<file path="config.mk">
export PLATFORM = sky130hd
export DESIGN_NAME = debug_mem_reader_flat
export DESIGN_NICKNAME = d
export VERILOG_FILES = /design/src/rtl/debug_mem_reader_if.sv /design/src/rtl/debug_mem_reader.sv /design/src/flat_wrapper.sv
export SDC_FILE = /design/constraint.sdc
export NUM_CORES = 1
export LEC_CHECK = 0
export ABC_CLOCK_PERIOD_IN_PS = 2000
export BUFFER_PORTS_ARGS = -buffer_cell sky130_fd_sc_hd__buf_2
export CORE_UTILIZATION = 49
export CTS_BUF_LIST = sky130_fd_sc_hd__clkbuf_16
export CTS_CLUSTER_SIZE = 8
export DETAILED_ROUTE_END_ITERATION = 16
export PLACE_DENSITY = 0.91
export SLEW_MARGIN = 20
export SYNTH_ARGS = -nofsm -noshare
export SYNTH_HDL_FRONTEND = slang
export SYNTH_SLANG_ARGS = --single-unit
</file>
<file path="constraint.sdc">
create_clock -name clk -period 2 [get_ports clk]
set_clock_uncertainty 0.05 [all_clocks]
set_input_delay 0.1 -clock clk [delete_from_list [all_inputs] [get_ports clk]]
set_output_delay 0.1 -clock clk [all_outputs]
set_load 0.02 [all_outputs]
</file>
<file path="src/rtl/debug_mem_reader_if.sv">
// debug_mem_reader_if: memory read port plus valid/ready dump stream used by
// debug_mem_reader. The reader is the master on both; the memory and the
// dump consumer together form the slave side.
interface debug_mem_reader_if #(
  parameter int ADDR_W = 9,
  parameter int DATA_W = 32
);
  logic              mem_rd;
  logic [ADDR_W-1:0] mem_addr;
  logic [DATA_W-1:0] mem_rd_data;
  logic              dump_valid;
  logic              dump_ready;
  logic [ADDR_W-1:0] dump_addr;
  logic [DATA_W-1:0] dump_data;

  modport master (
    output mem_rd, mem_addr,
    input  mem_rd_data,
    output dump_valid, dump_addr, dump_data,
    input  dump_ready
  );

  modport slave (
    input  mem_rd, mem_addr,
    output mem_rd_data,
    input  dump_valid, dump_addr, dump_data,
    output dump_ready
  );
endinterface

</file>
<file path="src/rtl/debug_mem_reader.sv">
// debug_mem_reader: reads a contiguous range of data memory back out after a
// run while the core is held in debug. One read is outstanding at a time:
// issue, wait the fixed read latency, present the word until accepted.
// Optional feature: define DEBUG_MEM_READER_CHECKSUM_EN to add a running
// checksum output summed over every accepted dump word.
module debug_mem_reader #(
  parameter int ADDR_W     = 9,
  parameter int DATA_W     = 32,
  parameter int RD_LATENCY = 1
) (
  input  logic              clk,
  input  logic              reset,
  input  logic              enable_debug,
  input  logic              start,
  input  logic [ADDR_W-1:0] base_addr,
  input  logic [ADDR_W:0]   word_count,
  output logic              busy,
  output logic              done,
`ifdef DEBUG_MEM_READER_CHECKSUM_EN
  output logic [DATA_W-1:0] checksum,
`endif
  debug_mem_reader_if.master bus
);

  localparam logic [2:0] IDLE    = 3'd0;
  localparam logic [2:0] ISSUE   = 3'd1;
  localparam logic [2:0] WAIT    = 3'd2;
  localparam logic [2:0] PRESENT = 3'd3;
  localparam logic [2:0] FINISH  = 3'd4;

  // RD_LATENCY is at most 4, so the countdown never exceeds 3.
  localparam int              LAT_W    = 2;
  localparam logic [LAT_W-1:0] LAT_INIT = LAT_W'(RD_LATENCY - 1);

  logic [2:0]        state_q, state_d;
  logic [ADDR_W-1:0] cur_q, cur_d;
  logic [ADDR_W:0]   rem_q, rem_d;
  logic [LAT_W-1:0]  lat_q, lat_d;
  logic              dv_q, dv_d;
  logic [ADDR_W-1:0] da_q, da_d;
  logic [DATA_W-1:0] dd_q, dd_d;

  logic accept;
  logic abort;
  logic hs;

  assign busy   = (state_q == ISSUE) || (state_q == WAIT) || (state_q == PRESENT);
  assign done   = (state_q == FINISH);
  assign accept = (state_q == IDLE) && start && enable_debug;
  // Losing debug mode mid-dump discards everything, including a word on offer.
  assign abort  = busy && !enable_debug;
  assign hs     = (state_q == PRESENT) && dv_q && bus.dump_ready && enable_debug;

  assign bus.mem_rd     = (state_q == ISSUE);
  assign bus.mem_addr   = (state_q == ISSUE) ? cur_q : '0;
  assign bus.dump_valid = dv_q;
  assign bus.dump_addr  = da_q;
  assign bus.dump_data  = dd_q;

  // Next-state logic for the dump sequencer and its counters.
  always_comb begin
    state_d = state_q;
    cur_d   = cur_q;
    rem_d   = rem_q;
    lat_d   = lat_q;
    dv_d    = dv_q;
    da_d    = da_q;
    dd_d    = dd_q;
    case (state_q)
      IDLE: begin
        if (accept) begin
          cur_d   = base_addr;
          rem_d   = word_count;
          state_d = (word_count == '0) ? FINISH : ISSUE;
        end
      end
      ISSUE: begin
        lat_d   = LAT_INIT;
        state_d = WAIT;
      end
      WAIT: begin
        if (lat_q == '0) begin
          dv_d    = 1'b1;
          da_d    = cur_q;
          dd_d    = bus.mem_rd_data;
          state_d = PRESENT;
        end else begin
          lat_d = lat_q - 1'b1;
        end
      end
      PRESENT: begin
        if (hs) begin
          dv_d    = 1'b0;
          cur_d   = cur_q + 1'b1;
          rem_d   = rem_q - 1'b1;
          state_d = (rem_q == {{ADDR_W{1'b0}}, 1'b1}) ? FINISH : ISSUE;
        end
      end
      FINISH: begin
        state_d = IDLE;
      end
      default: begin
        state_d = IDLE;
      end
    endcase
    if (abort) begin
      state_d = IDLE;
      cur_d   = '0;
      rem_d   = '0;
      lat_d   = '0;
      dv_d    = 1'b0;
      da_d    = '0;
      dd_d    = '0;
    end
  end

  // State and datapath registers; reset returns every output to zero.
  always_ff @(posedge clk) begin
    if (reset) begin
      state_q <= IDLE;
      cur_q   <= '0;
      rem_q   <= '0;
      lat_q   <= '0;
      dv_q    <= 1'b0;
      da_q    <= '0;
      dd_q    <= '0;
    end else begin
      state_q <= state_d;
      cur_q   <= cur_d;
      rem_q   <= rem_d;
      lat_q   <= lat_d;
      dv_q    <= dv_d;
      da_q    <= da_d;
      dd_q    <= dd_d;
    end
  end

`ifdef DEBUG_MEM_READER_CHECKSUM_EN
  logic [DATA_W-1:0] csum_q, csum_d;

  // Running sum of accepted words, restarted by each accepted start.
  always_comb begin
    csum_d = csum_q;
    if (accept) begin
      csum_d = '0;
    end else if (hs) begin
      csum_d = csum_q + dd_q;
    end
  end

  // Checksum register.
  always_ff @(posedge clk) begin
    if (reset) begin
      csum_q <= '0;
    end else begin
      csum_q <= csum_d;
    end
  end

  assign checksum = csum_q;
`endif

endmodule

</file>
<file path="src/flat_wrapper.sv">
// flat-port wrapper written by rule: the top's interface ports become plain ports
module debug_mem_reader_flat 
#(
  parameter int ADDR_W     = 9,
  parameter int DATA_W     = 32,
  parameter int RD_LATENCY = 1
)
  (clk, reset, enable_debug, start, base_addr, word_count, busy, done, bus_mem_rd, bus_mem_addr, bus_mem_rd_data, bus_dump_valid, bus_dump_addr, bus_dump_data, bus_dump_ready);
  debug_mem_reader_if #(.ADDR_W(ADDR_W), .DATA_W(DATA_W)) bus_i ();
  input  logic clk;
  input  logic reset;
  input  logic enable_debug;
  input  logic start;
  input  logic [ADDR_W-1:0] base_addr;
  input  logic [ADDR_W:0] word_count;
  output logic busy;
  output logic done;
  output wire logic [$bits(bus_i.mem_rd)-1:0] bus_mem_rd;
  output wire logic [$bits(bus_i.mem_addr)-1:0] bus_mem_addr;
  input wire logic [$bits(bus_i.mem_rd_data)-1:0] bus_mem_rd_data;
  output wire logic [$bits(bus_i.dump_valid)-1:0] bus_dump_valid;
  output wire logic [$bits(bus_i.dump_addr)-1:0] bus_dump_addr;
  output wire logic [$bits(bus_i.dump_data)-1:0] bus_dump_data;
  input wire logic [$bits(bus_i.dump_ready)-1:0] bus_dump_ready;
  assign bus_mem_rd = bus_i.mem_rd;
  assign bus_mem_addr = bus_i.mem_addr;
  assign bus_i.mem_rd_data = bus_mem_rd_data;
  assign bus_dump_valid = bus_i.dump_valid;
  assign bus_dump_addr = bus_i.dump_addr;
  assign bus_dump_data = bus_i.dump_data;
  assign bus_i.dump_ready = bus_dump_ready;
  debug_mem_reader #(.ADDR_W(ADDR_W), .DATA_W(DATA_W), .RD_LATENCY(RD_LATENCY)) u_core (.clk(clk), .reset(reset), .enable_debug(enable_debug), .start(start), .base_addr(base_addr), .word_count(word_count), .busy(busy), .done(done), .bus(bus_i));
endmodule
</file>
==> results.json <==
{
  "p_int_mw": 2.99,
  "combPwrFrac_pct": 21.7,
  "ys_warn_count": 0,
  "clock-sinks": 66,
  "ir_drop_v": 0.000718,
  "drt-total-wl_um": 9230,
  "dp.cells": 564,
  "core_area_um2": 5920,
  "finalNetCount": 594,
  "final-max-slew-violation-count": 0,
  "synth_nets": 454,
  "power_frac_seq_pct": 35.8,
  "power_frac_clock_pct": 42.5,
  "port_buffers": 109,
  "syn2layout_area_growth_pct": 44.8,
  "chipWidth_um": 80.5,
  "fin_tns_setup_ns": 0,
  "drc": 0,
  "io_pins": 110,
  "diodes": 0,
  "setup_violations": 0,
  "cts_buffers": 9,
  "syn_avg_cell_area_um2": 7.67,
  "routed_via_density": 5.58,
  "drtIter0Drc": 253,
  "start_kind": "flip-flop",
  "dp_hpwl_um": 5720,
  "clockRootBuffer": "clkbuf_16",
  "grt_pass1_wl_um": 14100,
  "required_ns": 2.16,
  "drive_gt1_share_pct": 27.1,
  "synth-async-reset-ratio_pct": 0,
  "cts_tree": "built",
  "seqCellArea_um2": 1320,
  "finalCriticalPeriod_ns": 1.90,
  "crit_path_max_incr_delay_ns": 0.63,
  "cpMaxStageDelayCell": "or4b_2",
  "design.die.area_um2": 6480,
  "switching_share_pct": 29.0,
  "ys_ff_latch": 66,
  "yosysUniqueCellTypes": 43,
  "num_rows": 28,
  "rsz0062_at_grt": "false",
  "hold_viol_final": 0,
  "tightestPinTransition_ns": 0.627,
  "hold_path_class": "in2reg",
  "initial_core_util_pct": 51.0,
  "synthesis.area_um2": 3020,
  "htree_levels": 3,
  "drt-pass1-iter-count": 5,
  "cts_buffer_depth": 2,
  "cp.arrival_ns": 2.06,
  "grt_pass1_vias": 3108,
  "synth_top_flop_cell": "dfxtp_1",
  "critPathMaxFanout": 5,
  "endpoint_kind": "flip-flop",
  "synth_edf_count": 0,
  "gp_congestion": 0.896,
  "pwr_density_cell_nw_per_um2": 961,
  "multi_input_area_um2": 1590,
  "dr_total_vias": 3426,
  "fillers": 405,
  "clk_pin_slew_ns": 0.06,
  "grt_max_degree": 41,
  "routedWlPerCell_um": 15.0,
  "final.period_utilization_pct": 95.0,
  "leakage_nw": 1.86,
  "post_cts_buffers": 0,
  "drtAntennaViolNets": 0,
  "antenna_found_initial": 0,
  "max_freq_ghz": 0.526,
  "p_sw_mw": 1.22,
  "overflow": 0,
  "final-instance-count-excl-fill": 614,
  "die_y_um": 80.5,
  "clkLatencyLatePin_ns": 0.33,
  "criticalPathCategory": "reg2reg",
  "drv_cap": 0,
  "final_util_pct": 73.9,
  "grt_usage_pct": 28.9,
  "syn_inst": 394,
  "yosysSeqAreaShare_pct": 43.7,
  "slew_headroom_pct": 57.9,
  "status": "completed",
  "cp_cell_sequence": "inv_1 -> ha_2 -> or4b_2 -> o21a_1 -> o21ai_2 -> a31oi_1"
}
[per-stage QoR]
| stage | setup slack, ns | cell area, um2 | power, mW | hold WS, ns |
|---|---|---|---|---|
| floorplan | 0.218 | 3020 | 2.05 | 0.186 |
| global placement | 0.156 | 3680 | 2.32 | 0.289 |
| detailed placement | 0.0526 | 3680 | 2.35 | 0.297 |
| CTS | 0.0375 | 4360 | 4.19 | 0.00113 |
| global route | 0.0105 | 4380 | 4.37 | 0.0267 |
| finish | 0.101 | 4380 | 4.21 | 0.00165 |
[final timing paths]
kind,start,to,cells past startpoint,slack (ns)
max,u_core.rem_q[1]$_SDFFE_PP0P_,u_core.rem_q[6]$_SDFFE_PP0P_,6,0.10
max reg2reg,u_core.rem_q[1]$_SDFFE_PP0P_,u_core.rem_q[6]$_SDFFE_PP0P_,6,0.10
min reg2reg,u_core.bus.dump_data[3]$_SDFFE_PP0P_,u_core.bus.dump_data[3]$_SDFFE_PP0P_,2,0.40
min,word_count[6],u_core.rem_q[6]$_SDFFE_PP0P_,3,0.002
[worst max-delay path: cells and delay by family, from the launching register on]
| kind | cells | cell delay [ns] |
|---|---|---|
| and+or+nand+nor | 1 | 0.63 |
| AOI/OAI and AO/OA | 3 | 0.41 |
| DFF | 1 | 0.35 |
| adders and majority gates | 1 | 0.22 |
| buffers and inverters | 1 | 0.12 |
[power by group through the flow]
| stage | clock network (mW) | logic [mW] | registers, mW |
|---|---|---|---|
| global placement | 0 | 0.807 | 1.52 |
| detailed placement | 0 | 0.825 | 1.53 |
| finish | 1.79 | 0.913 | 1.51 |
| CTS | 1.80 | 0.885 | 1.50 |
| global route | 1.87 | 0.988 | 1.52 |
| floorplan | 0 | 0.463 | 1.58 |
[routing by layer]
layer  vias up  track usage (%)  wire, um
li1       1651                -         -
met1      1589             32.1      3680
met2       151             49.7      4580
met3        35             6.93       557
met4         0             16.8       405
met5         -                0         0
[cell families (layout without fill, tap and decap cells)]
kind of cell / count (synthesis) / after routing / share of synthesized area, %
compound gates: 113 / 113 / 21.9
fa+ha+maj: 4 / 4 / 1.66
buf+inv: 32 / 177 / 4.39
flops: 66 / 66 / 43.7
simple gates: 179 / 179 / 28.3
[layout by cell type, fill, tap and decap left out, drive strengths merged, types with 5 or more instances in the layout]
master	instances
clkbuf	9
nor3b	5
a21oi	59
nand3	6
nor3	9
inv	5
dfxtp	66
nand2	94
and2	18
dlygate4sd3	34
nor2	20
buf	122
a31oi	5
o21ai	21
[cells in the mapped netlist, types with 4 or more instances]
master	count	share of area [%]
a21oi_1	59	9.8
and2_1	18	3.7
a31oi_1	5	1.0
clkbuf_1	17	2.1
nor3_1	9	1.5
nor2_1	20	2.5
nor3b_1	4	0.99
ha_1	4	1.7
nand4_1	4	0.83
dfxtp_1	66	44
buf_2	10	1.7
nand3_1	6	0.99
nand2_1	94	12
inv_1	5	0.62
o21ai_0	20	3.3
[state kept, by name (all words and copies together), names as in the netlist]
signal / cells
u_core.bus.dump_valid: 1
u_core.lat_q: 2
u_core.rem_q: 10
u_core.bus.dump_addr: 9
u_core.state_q: 3
u_core.cur_q: 9
u_core.bus.dump_data: 32
[what timing repair did]
item | in CTS | in global routing
hold endpoints to repair | 34 | 0
hold buffers | 34 | 0
endpoints found under the setup margin | 0 | 6
gates resized for setup | 0 | 5
[cell type report]
cell class                 instances  area share, %
timing repair buffer             156           23.0
tap                               75           2.14
clock buffer                       9           5.15
inverter                           5          0.429
sequential                        66           30.2
multi-input combinational        296           36.4
clock inverter                     7           2.69
Power figures use the tool's default switching activity.
